### src/rtl/rb_pkg.sv
// Shared types and sizes for the register-bank read path.
// Latency: n/a (types and constants only).
// Backpressure: n/a.
package rb_pkg;
    localparam int RB_WIDTH = 16;
    localparam int RB_DEPTH = 8;
    localparam int RB_SEL_W = 3;

    typedef logic [RB_WIDTH-1:0] rb_word_t;
    typedef logic [RB_SEL_W-1:0] rb_idx_t;
endpackage

### src/rtl/rb_mux_core.sv
// Combinational NUM_IN:1 word selector with an out-of-range flag.
// Latency: zero cycles, purely combinational.
// Backpressure: none; no handshake, output always valid.
module rb_mux_core
    import rb_pkg::*;
#(
    parameter int WIDTH  = RB_WIDTH,
    parameter int NUM_IN = RB_DEPTH,
    parameter int SEL_W  = RB_SEL_W
) (
    input  logic [RB_DEPTH-1:0][WIDTH-1:0] words,
    input  logic [SEL_W-1:0]               sel,
    output logic [WIDTH-1:0]               out,
    output logic                           sel_err
);

    // Equality match per slot: an unknown sel matches nothing and reads as zero,
    // and slots at or above NUM_IN can never be selected.
    always_comb begin
        out = '0;
        for (int i = 0; i < RB_DEPTH; i++) begin
            if ((i < NUM_IN) && (sel == SEL_W'(i))) begin
                out = words[i];
            end
        end
    end

    assign sel_err = (int'(sel) >= NUM_IN);

endmodule

### src/rtl/rb_read_mux.sv
// Register-bank read port: combinational selected word plus a registered copy.
// Latency: out is zero-cycle; out_q is exactly one cycle behind out.
// Backpressure: none; no handshake or enable, out_q captures every edge.
module rb_read_mux
    import rb_pkg::*;
#(
    parameter int WIDTH  = RB_WIDTH,
    parameter int NUM_IN = RB_DEPTH,
    parameter int SEL_W  = RB_SEL_W
) (
    input  logic             clk,
    input  logic             rst_n,
    input  logic [WIDTH-1:0] in0,
    input  logic [WIDTH-1:0] in1,
    input  logic [WIDTH-1:0] in2,
    input  logic [WIDTH-1:0] in3,
    input  logic [WIDTH-1:0] in4,
    input  logic [WIDTH-1:0] in5,
    input  logic [WIDTH-1:0] in6,
    input  logic [WIDTH-1:0] in7,
    input  logic [SEL_W-1:0] sel,
    output logic [WIDTH-1:0] out,
    output logic [WIDTH-1:0] out_q,
    output logic             sel_err
);

    logic [RB_DEPTH-1:0][WIDTH-1:0] words;

    assign words = {in7, in6, in5, in4, in3, in2, in1, in0};

    rb_mux_core #(
        .WIDTH  (WIDTH),
        .NUM_IN (NUM_IN),
        .SEL_W  (SEL_W)
    ) u_core (
        .words   (words),
        .sel     (sel),
        .out     (out),
        .sel_err (sel_err)
    );

    // Reset only clears the registered copy; the combinational path keeps tracking sel.
    always_ff @(posedge clk or negedge rst_n) begin
        if (!rst_n) begin
            out_q <= '0;
        end else begin
            out_q <= out;
        end
    end

endmodule

### config.mk
export PLATFORM = sky130hd
export DESIGN_NAME = rb_read_mux
export DESIGN_NICKNAME = d
export VERILOG_FILES = /design/src/rtl/rb_pkg.sv /design/src/rtl/rb_mux_core.sv /design/src/rtl/rb_read_mux.sv
export SDC_FILE = /design/constraint.sdc
export NUM_CORES = 1
export LEC_CHECK = 0
export CORE_AREA = 2 2 77 79
export DETAILED_ROUTE_END_ITERATION = 10
export DIE_AREA = 0 0 79 81
export PLACE_DENSITY = 0.95
export SYNTH_ARGS = -nofsm -noshare
export SYNTH_HDL_FRONTEND = slang
export SYNTH_SLANG_ARGS = --single-unit
### constraint.sdc
create_clock -name clk -period 4.5 [get_ports clk]
set_input_delay 1.35 -clock clk [delete_from_list [all_inputs] [get_ports clk]]
set_output_delay 1.35 -clock clk [all_outputs]
set_load 0.05 [all_outputs]
==> results.md <==
* Final Routed Wirelength at approximately 7700 um
* Syn Inst Count at between 200 and 250
* Net total in the final layout at approximately 490
* Count of flip-flops with a built-in enable after synthesis at 0
* Non-filler cells, final at approximately 430
* Area post-placement at 0.00365 sq mm
* Post-detailed-route count of antenna-violating nets at 0
* Worst path required time at 3.15 ns
* Pin count of the biggest net entering global routing at 31
* Max capacitance violation total at 0
* Share of the yosys chip area belonging to registers at 0.218
* Longest Clk Path Bufs at 2
* DR pass1 iterations at 4
* Most frequent cell after synthesis: sky130_fd_sc_hd__inv_1
* Power Density at about 220 mW/mm^2
* Worst-case vdd ir drop at roughly 0.00013 V
* Post-synth cell types at 26
* Setup Fix Bufs, Post-CTS at 0
* Logic pwr share at 0.659
* Initial detailed-routing violation count at roughly 140
* Tcrit/Tclk final at 0.942
* Internal power summed over all cells at 489 uW
* Sum of internal, switching and leakage power at 800 uW
* Average wire per standard cell at roughly 18 um
* Effective utilization at floorplan at 0.324
* Top fanout value on the critical path at 19
* Overall global routing resource usage at 0.228
* DP Cell Count at between 400 and 500
* Placer congestion estimate at approximately 0.85
* Net switching power of the design at approximately 310 uW
* I/O pin count at roughly 170
* Wire length of the first global-routing pass at ~11000 um
* Sum of net half-perimeters after detailed placement at approximately 6500 um
* Status: complete, no violations
* Ant. Diodes at 0
* DRC violations left at 0
* Number of vias after detailed routing at between 2000 and 2500
* Fraction of power consumed by the clock network at 0.131
* Cell taking the most area after synthesis: sky130_fd_sc_hd__dfrtp_1
* Minimum period implied by the final worst setup slack at between 4 and 5 ns
* Net switching share of the total power at 0.388
* Cell types with the highest counts after synthesis: sky130_fd_sc_hd__inv_1, sky130_fd_sc_hd__o21ai_0, sky130_fd_sc_hd__a21oi_1, sky130_fd_sc_hd__dfrtp_1, sky130_fd_sc_hd__mux4_2
* Proportion of layout cells with a drive suffix above 1 at 0.137
* Post-detailed-route via-to-cell ratio at about 5.2
* Avg Synthesized Cell Area at around 9 sq um
* Flip-flop count of the largest register, all copies and words added at 16
* Class of the tightest hold or removal check: in -> async
* Portion of total power attributed to sequential cells at 0.210
* Full die area at roughly 0.0064 sq mm
* Total routed wire length on the met1 layer at about 2800 um
* Syn Nets at 338
* Number of placement rows at 28
* Post-Route Setup TNS at 0 ns
* Critical Path AT at 2.89 ns
* Worst setup path class: in -> out
* Port Buffer Count at 164
* Cell area after synthesis at roughly 0.0018 sq mm
* Dominant register cell in the synthesized netlist: sky130_fd_sc_hd__dfrtp_1
* Pins Over Slew Limit at 0
* Yosys warning count at 0
* Topmost layer with routed signal wires: met4
* Number of clock buffers inserted by TritonCTS at 3
* Die X-Extent at 79 um
* H-tree depth at 1
* TritonCTS clock tree: yes
* Highest clock frequency the design can meet at 0.236 GHz
* Buffer type at the clock tree root: sky130_fd_sc_hd__clkbuf_8
* Type of origin of the critical path: input port
* Endpoint type of the worst setup path: output pin
* Overall die height at approximately 80 um
* Sink Count at 16
* Seq cells post-synth at 16
* Number of antenna violations at the first check in global routing at 0
* Synth top area share at 0.218
* Relative area change from synthesis to final layout at 101%
* Final WS setup at ~0.26 ns
* Largest cells by area after synthesis: sky130_fd_sc_hd__dfrtp_1, sky130_fd_sc_hd__mux4_2, sky130_fd_sc_hd__a22o_1, sky130_fd_sc_hd__a2bb2oi_1, sky130_fd_sc_hd__a211oi_1
* Total gr overflow at 0
* Post-cts resize count at 0
* P_leak at ~1.5 nW
* Pre-CTS setup slack at roughly 0.28 ns
* Clock-pin slew of the registers on the worst-case setup and hold paths at 0.06 ns
* Area of the core at ~0.0057 sq mm
* Wire length on met2 at between 4000 and 5000 um
* Design area at roughly 0.0037 sq mm
* Vias in the first global route at approximately 2300
* Setup repair after global routing missed its margin: no
* Biggest register: out_q
* Final setup vio count at 0
* Transition time at the pin with the least slew margin at ~0.72 ns
* Biggest regs: out_q (16)
* Number of hold buffers added after cts at 0
* Wire length on met3 at about 430 um
* Async S/R FF share, synth at 1.00
* Slew HR at 0.521
* Number of failing hold endpoints at the final stage at 0
metal layers:
metal  global-route usage  vias up
met2                0.434      111
li1                     -     1081
met4               0.0810        0
met3               0.0300       22
met1                0.261     1041
met5                    0        -
power groups by stage:
stage,combinational [mW],sequential [mW],clock (mW)
6_report,0.527,0.168,0.105
5_1_grt,0.551,0.169,0.115
4_1_cts,0.527,0.169,0.106
3_5_place_dp,0.526,0.171,0
3_3_place_gp,0.516,0.170,0
2_1_floorplan,0.195,0.236,0
critical path, cell delays in order:
cell                        delay [ns]
sky130_fd_sc_hd__buf_2            0.33
sky130_fd_sc_hd__nand2_1          0.12
sky130_fd_sc_hd__nor2_2           0.09
sky130_fd_sc_hd__buf_4            0.22
sky130_fd_sc_hd__a22o_1           0.17
sky130_fd_sc_hd__a2bb2oi_1        0.41
sky130_fd_sc_hd__buf_12           0.20
worst max-delay path by stage:
stage           start  endpoint  cells past startpoint
2_1_floorplan  sel[2]   out[10]                      5
3_3_place_gp   sel[0]    out[4]                      6
3_5_place_dp   sel[0]    out[3]                      6
4_1_cts        sel[0]    out[7]                      6
5_1_grt        sel[0]    out[3]                      6
6_report       sel[0]    out[0]                      7
cell type report:
type | count | area, sq um
tap | 75 | 93.8
multi-input combinational | 135 | 1170
timing repair buffer | 173 | 1870
clock buffer | 3 | 41.3
inverter | 31 | 116
fill | 476 | 1980
sequential | 16 | 400
placed cells by master (no fill, tap or decap):
cell type	n
sky130_fd_sc_hd__a211oi_1	15
sky130_fd_sc_hd__a21boi_1	1
sky130_fd_sc_hd__a21oi_1	16
sky130_fd_sc_hd__a22o_1	15
sky130_fd_sc_hd__a22oi_1	15
sky130_fd_sc_hd__a2bb2oi_1	15
sky130_fd_sc_hd__buf_12	17
sky130_fd_sc_hd__buf_2	3
sky130_fd_sc_hd__buf_4	8
sky130_fd_sc_hd__clkbuf_8	3
sky130_fd_sc_hd__clkdlybuf4s50_1	145
sky130_fd_sc_hd__conb_1	1
sky130_fd_sc_hd__dfrtp_1	16
sky130_fd_sc_hd__inv_1	30
sky130_fd_sc_hd__inv_2	1
sky130_fd_sc_hd__mux2i_1	1
sky130_fd_sc_hd__mux4_2	16
sky130_fd_sc_hd__nand2_1	2
sky130_fd_sc_hd__nand2b_1	1
sky130_fd_sc_hd__nand3_1	1
sky130_fd_sc_hd__nand3b_1	1
sky130_fd_sc_hd__nand4b_1	1
sky130_fd_sc_hd__nor2_2	1
sky130_fd_sc_hd__nor2b_1	15
sky130_fd_sc_hd__nor3_1	1
sky130_fd_sc_hd__o21ai_0	17
cells by family (layout without fill, tap and decap cells):
kind of cell	count (synthesis)	after routing	share of synthesized area
flip-flops	16	16	0.218
other	1	1	0.00204
buffers and inverters	54	207	0.144
multiplexers	17	17	0.201
AO/OA/AOI/OAI	94	94	0.359
AND/OR/NAND/NOR	23	23	0.0762
metrics by stage:
step | util | hold WS, ns
final | 0.651 | 1.53
after global routing | 0.651 | 1.59
after CTS | 0.651 | 1.55
after detailed placement | 0.644 | 1.81
after global placement | 0.644 | 1.81
after floorplan | - | 1.05
Power figures use the tool's default switching activity.
